==> src/rtl/arith_pkg.sv <==
// Shared definitions for the sequential divider: default width, FSM states
// and the iteration-counter width helper.
`timescale 1ns/1ps
package arith_pkg;

  // Default divisor/quotient/remainder width; the dividend is twice this.
  localparam int DW_DEF = 16;

  // Counter width able to hold 0..DW_DEF iterations.
  localparam int CNT_W = $clog2(DW_DEF + 1);

  typedef enum logic [1:0] {
    IDLE = 2'd0,
    CALC = 2'd1,
    DONE = 2'd2
  } div_state_t;

  // Counter width for an arbitrary data width.
  function automatic int cnt_width(input int dw);
    return $clog2(dw + 1);
  endfunction

endpackage

==> src/rtl/div_step.sv <==
// One combinational restoring-division iteration: shift {R,Q} left by one,
// try to subtract the divisor, keep the difference and set the new quotient
// bit only when the subtraction does not go negative.
`timescale 1ns/1ps
module div_step #(
  parameter int DW = 16
) (
  input  logic [DW:0]   r_in,
  input  logic [DW-1:0] q_in,
  input  logic [DW-1:0] divisor,
  output logic [DW:0]   r_out,
  output logic [DW-1:0] q_out
);

  // Partial remainder after the shift; one spare bit so the compare never wraps.
  logic [DW+1:0] r_sh;
  logic [DW+1:0] div_ext;

  // Shift, trial-subtract and restore when the trial result would be negative.
  always_comb begin
    r_sh    = {r_in, q_in[DW-1]};
    div_ext = {2'b00, divisor};
    if (r_sh >= div_ext) begin
      r_out = (DW+1)'(r_sh - div_ext);
      q_out = {q_in[DW-2:0], 1'b1};
    end else begin
      r_out = (DW+1)'(r_sh);
      q_out = {q_in[DW-2:0], 1'b0};
    end
  end

endmodule

==> src/rtl/seq_divider32by16.sv <==
// Sequential radix-2 restoring divider: 2*DW-bit dividend by DW-bit divisor,
// one iteration per clock, valid/ready on both sides, one division in flight.
// Divide-by-zero and quotient overflow are detected up front and reported
// immediately without iterating.
`timescale 1ns/1ps
module seq_divider32by16
  import arith_pkg::*;
#(
  parameter int DW = DW_DEF
) (
  input  logic            clk,
  input  logic            rst,
  input  logic            in_valid,
  output logic            in_ready,
  input  logic [2*DW-1:0] dividend,
  input  logic [DW-1:0]   divisor,
  output logic            out_valid,
  input  logic            out_ready,
  output logic [DW-1:0]   quotient,
  output logic [DW-1:0]   remainder,
  output logic            div_by_zero,
  output logic            overflow
);

  localparam int CW = cnt_width(DW);

  // Architectural state
  div_state_t    state_r,     state_nx;
  logic [CW-1:0] cnt_r,       cnt_nx;
  logic [DW:0]   rem_r,       rem_nx;
  logic [DW-1:0] quo_r,       quo_nx;
  logic [DW-1:0] dvs_r,       dvs_nx;

  // Registered outputs
  logic [DW-1:0] quotient_r,  quotient_nx;
  logic [DW-1:0] remainder_r, remainder_nx;
  logic          dbz_r,       dbz_nx;
  logic          ovf_r,       ovf_nx;
  logic          out_valid_r, out_valid_nx;
  logic          in_ready_r,  in_ready_nx;

  // Single iteration datapath
  logic [DW:0]   step_r;
  logic [DW-1:0] step_q;

  div_step #(.DW(DW)) u_step (
    .r_in    (rem_r),
    .q_in    (quo_r),
    .divisor (dvs_r),
    .r_out   (step_r),
    .q_out   (step_q)
  );

  // Next-state and next-output logic; every register holds unless changed.
  always_comb begin
    state_nx     = state_r;
    cnt_nx       = cnt_r;
    rem_nx       = rem_r;
    quo_nx       = quo_r;
    dvs_nx       = dvs_r;
    quotient_nx  = quotient_r;
    remainder_nx = remainder_r;
    dbz_nx       = dbz_r;
    ovf_nx       = ovf_r;
    out_valid_nx = out_valid_r;

    case (state_r)
      IDLE: begin
        if (in_valid && in_ready_r) begin
          dvs_nx       = divisor;
          dbz_nx       = 1'b0;
          ovf_nx       = 1'b0;
          out_valid_nx = 1'b0;
          if (divisor == {DW{1'b0}}) begin
            // Zero divisor wins over overflow.
            state_nx     = DONE;
            dbz_nx       = 1'b1;
            quotient_nx  = {DW{1'b1}};
            remainder_nx = dividend[DW-1:0];
            out_valid_nx = 1'b1;
          end else if (dividend[2*DW-1:DW] >= divisor) begin
            // High half >= divisor means the quotient needs more than DW bits.
            state_nx     = DONE;
            ovf_nx       = 1'b1;
            quotient_nx  = {DW{1'b1}};
            remainder_nx = dividend[DW-1:0];
            out_valid_nx = 1'b1;
          end else begin
            state_nx = CALC;
            rem_nx   = {1'b0, dividend[2*DW-1:DW]};
            quo_nx   = dividend[DW-1:0];
            cnt_nx   = {CW{1'b0}};
          end
        end else begin
          state_nx = IDLE;
        end
      end

      CALC: begin
        rem_nx = step_r;
        quo_nx = step_q;
        cnt_nx = cnt_r + {{(CW-1){1'b0}}, 1'b1};
        if (cnt_r == CW'(DW - 1)) begin
          state_nx     = DONE;
          quotient_nx  = step_q;
          remainder_nx = step_r[DW-1:0];
          out_valid_nx = 1'b1;
        end else begin
          state_nx = CALC;
        end
      end

      DONE: begin
        if (out_ready) begin
          state_nx     = IDLE;
          out_valid_nx = 1'b0;
        end else begin
          state_nx = DONE;
        end
      end

      default: begin
        state_nx     = IDLE;
        out_valid_nx = 1'b0;
      end
    endcase

    // in_ready is registered, so it reflects the state being entered.
    in_ready_nx = (state_nx == IDLE);
  end

  // State and output registers with synchronous reset discarding any operation.
  always_ff @(posedge clk) begin
    if (rst) begin
      state_r     <= IDLE;
      cnt_r       <= {CW{1'b0}};
      rem_r       <= {(DW+1){1'b0}};
      quo_r       <= {DW{1'b0}};
      dvs_r       <= {DW{1'b0}};
      quotient_r  <= {DW{1'b0}};
      remainder_r <= {DW{1'b0}};
      dbz_r       <= 1'b0;
      ovf_r       <= 1'b0;
      out_valid_r <= 1'b0;
      in_ready_r  <= 1'b1;
    end else begin
      state_r     <= state_nx;
      cnt_r       <= cnt_nx;
      rem_r       <= rem_nx;
      quo_r       <= quo_nx;
      dvs_r       <= dvs_nx;
      quotient_r  <= quotient_nx;
      remainder_r <= remainder_nx;
      dbz_r       <= dbz_nx;
      ovf_r       <= ovf_nx;
      out_valid_r <= out_valid_nx;
      in_ready_r  <= in_ready_nx;
    end
  end

  assign in_ready    = in_ready_r;
  assign out_valid   = out_valid_r;
  assign quotient    = quotient_r;
  assign remainder   = remainder_r;
  assign div_by_zero = dbz_r;
  assign overflow    = ovf_r;

endmodule

==> config.mk <==
export PLATFORM = sky130hd
export DESIGN_NAME = seq_divider32by16
export DESIGN_NICKNAME = d
export VERILOG_FILES = /design/src/rtl/arith_pkg.sv /design/src/rtl/div_step.sv /design/src/rtl/seq_divider32by16.sv
export SDC_FILE = /design/constraint.sdc
export NUM_CORES = 1
export LEC_CHECK = 0
export ABC_CLOCK_PERIOD_IN_PS = 2610
export CORE_MARGIN = 2
export CORE_UTILIZATION = 49
export DETAILED_ROUTE_END_ITERATION = 8
export PLACE_DENSITY = 0.83
export SETUP_SLACK_MARGIN = 0.4
export SYNTH_ARGS = -nofsm -noshare
export SYNTH_HDL_FRONTEND = slang
export SYNTH_SLANG_ARGS = --single-unit
==> constraint.sdc <==
create_clock -name clk -period 2.61 [get_ports clk]
set_input_delay 0.522 -clock clk [delete_from_list [all_inputs] [get_ports clk]]
set_output_delay 0.522 -clock clk [all_outputs]
set_load 0.005 [all_outputs]
==> flow_summary_export.csv, run 1 <==
group,metric,value,unit
clock_network,cts_sinks,92,
pwr,clkPwrFrac,13.1,%
pwr,p_comb_share,62.0,%
detailed_routing,postRouteAntennaNets,0,
outcome,violations,"setup timing",
layout,area_delta_synth_final,68.9,%
timing,max_slew_margin,48.2,%
clock_network,cts_tree,"built",
detailed_routing,via_per_inst,6.51,
placement,place_inst,962,
min_path,hold_path.class,"register to register",
placement,dpl-instance-area,7310,µm²
placement,place_hpwl,12.5,mm
run,cap_violations,0,
synth,synth_top_area_share,34.7,%
timing,setup_violations,26,
grt,grt_pass1_vias,6359,
clock_network,cts_buffers,9,
die,die-height,108,µm
synth,synth_cell_types,63,
die,rows,38,
clock_network,clk_latency,0.39,ns
setup_path,cp.required,2.84,ns
grt,grt_use_total,37.0,%
detailed_routing,drtPass1Iterations,5,
synth,synth_edf_count,0,
pwr,switching_power,3.07,mW
clock_network,cts_max_level,3,
placement,gp_congestion,0.904,
pwr,power.density,803,nW/µm²
die,io_pins,88,
synth,syn_nets,746,
detailed_routing,route.detailed.drc,0,
timing,min_period,3.17,ns
synth,netlist_area,5310,µm²
synth,synth_top_flop_cell,"dfxtp_1",
timing,tightest_slew,0.777,ns
die,die_w,108,µm
layout,fin_util,83.9,%
layout,fin_nets,961,
pwr,seqPwrFrac,24.8,%
detailed_routing,wl_per_cell,24.6,µm
placement,post-place-ws,-0.784,ns
die,core,10700,µm²
setup_path,critical_path.max_fanout,5,
outcome,run_status,"complete, but fails checks",
detailed_routing,vias,6645,
setup_path,end_kind,"register",
timing,fin_skew,0.0206,ns
grt,grt_start_max_net_pins,62,
timing,hold_viol_final,0,
pwr,ir_drop,0.503,mV
grt,grt_pass1_wl,33.2,mm
grt,grt_remaining_overflow,0,
synth,yosys.area.top_type,"dfxtp_1",
die,start_util,49.6,%
synth,ys_top_cells_by_area,"dfxtp_1, ha_1, nand2_1, nor2_1, a21oi_1",
synth,synth_cells,659,
timing,report.final.slew_viol_count,0,
setup_path,worstPathArrival,3.40,ns
clock_network,cts_hold_buf,0,
layout,design_area,8970,µm²
synth,ys_seq_area_share,34.7,%
die,die-area,11700,µm²
setup_path,r2r_slack,-0.56,ns
timing,min_period_over_period,121,%
clock_network,clk_pin_slew,0.11,ns
timing,rsz0062_at_grt,"true",
setup_path,critPathLaunchType,"register",
timing,layout_setup_ws,-0.555,ns
pwr,p_leak,3.60,nW
synth,ys_warn_count,0,
detailed_routing,finalWirelength,25.1,mm
synth,syn_area_per_cell,8.06,µm²
setup_path,path_class,"register to register",
placement,portBuffers,87,
synth,async_flop_share,0,%
layout,layoutNonFillerInstCount,1020,
timing,fmax,0.316,GHz
pwr,internal_power,4.13,mW
detailed_routing,drt_iter0_drc,736,
clock_network,cts_root_buffer,"clkbuf_8",
timing,finalSetupTns,-2.75,ns
pwr,swShare,42.6,%
synth,ys_ff_latch,92,
clock_network,clk_path_buf_depth,2,
layout,drive_gt1_share,42.1,%
grt,antenna_found_initial,2,
## registers in the layout, summed over array words and instances, names as in the netlist
register,cells
div_by_zero,1
out_valid,1
quo_r,16
overflow,1
rem_r,17
remainder,16
state_r,2
quotient,16
dvs_r,16
in_ready,1
cnt_r,5
## synthesized netlist by cell type (4+ instances only)
cell type	count
dfxtp_1	92
nand2_1	87
nor2_1	84
a21oi_1	42
inv_1	41
nor3_1	36
ha_1	34
clkbuf_1	29
a311oi_1	21
nand3b_1	17
a211oi_1	16
o21ai_0	13
a21o_1	9
o41ai_1	9
o41ai_2	8
buf_2	7
nor2b_1	7
xnor2_1	7
and3_1	6
or3_1	6
o211ai_1	5
xor2_1	5
a211oi_2	4
buf_6	4
nand2b_1	4
nor4_1	4
o21ai_1	4
o21bai_1	4
## cell families (layout without fill, tap and decap cells)
family,after synthesis,after routing,synth area share (%)
flops,92,92,34.7
buf+inv,85,304,6.95
xor+xnor,12,12,1.98
simple gates,263,263,22.6
mux,3,3,0.589
compound gates,169,170,24.9
fa+ha+maj,35,35,8.39
other cells,0,1,0
## area by class of cell
| type | count | area, µm² |
|---|---|---|
| clock inverter | 4 | 33.8 |
| tap | 140 | 175 |
| multi-input combinational | 483 | 4210 |
| clock buffer | 12 | 145 |
| antenna | 1 | 2.50 |
| timing repair buffer | 247 | 2380 |
| fill | 522 | 1730 |
| inverter | 41 | 169 |
| sequential | 92 | 1850 |
## metrics by stage
| step | hold slack (ns) | total power [mW] |
|---|---|---|
| after floorplan | 0.436 | 3.33 |
| after global placement | 0.445 | 4.41 |
| after detailed placement | 0.452 | 4.51 |
| after CTS | 0.464 | 6.40 |
| after global routing | 0.484 | 7.40 |
| final | 0.462 | 7.20 |
## placed cells by master, fill, tap and decap left out, drive strengths merged, types with 17 or more instances in the layout
master | synthesis | layout
nand2 | 87 | 87
dfxtp | 92 | 92
dlygate4sd2 | 0 | 18
buf | 15 | 172
nor2 | 84 | 84
ha | 34 | 34
o21ai | 17 | 17
inv | 41 | 42
a311oi | 21 | 21
a21oi | 42 | 42
o41ai | 17 | 17
nor3 | 36 | 36
clkdlybuf4s50 | 0 | 54
nand3b | 17 | 17
a211oi | 20 | 20
## what timing repair did
item,in CTS,in global routing
hold endpoints to repair,0,0
endpoints found under the setup margin,74,74
buffers inserted,22,13
cloned,6,0
pin swaps,72,37
gates resized for setup,267,53
## worst paths after layout
kind | startpoint | endpoint | cells after the start
max | rem_r[0] | remainder[4] | 11
min | dvs_r[14] | dvs_r[14] | 2
max reg2reg | rem_r[0] | remainder[4] | 11
min reg2reg | dvs_r[14] | dvs_r[14] | 2
## worst max-delay path, stage by stage (launching register included)
cell	delay [ns]
dfxtp_1	0.39
inv_1	0.12
fa_2	0.41
nand2b_4	0.15
a21o_1	0.23
a21oi_4	0.22
o21ai_4	0.11
o21ai_4	0.27
buf_6	0.16
nand2_1	0.05
and3_1	0.29
o41ai_2	0.59
## layer usage
metal | vias up | global-route usage [%] | wire [µm]
li1 | 2789 | - | -
met1 | 3140 | 43.5 | 9000
met2 | 518 | 62.4 | 11400
met3 | 196 | 6.21 | 2490
met4 | 2 | 23.7 | 2170
met5 | - | 0 | 12
## power groups by stage
| stage | logic (mW) | clock network, mW | registers [mW] |
|---|---|---|---|
| CTS | 3.75 | 0.906 | 1.75 |
| floorplan | 1.62 | 0 | 1.71 |
| finish | 4.47 | 0.946 | 1.79 |
| global placement | 2.69 | 0 | 1.73 |
| detailed placement | 2.77 | 0 | 1.74 |
| global route | 4.61 | 1.00 | 1.79 |
No activity file was read; power rests on OpenSTA's default activity.
==> run 2: changes to the inputs <==
Settings changed: CTS_CLUSTER_SIZE set to 20.
==> results of run 2 <==
Same layout as run 1: the final DEF is identical, and so are final timing and power.
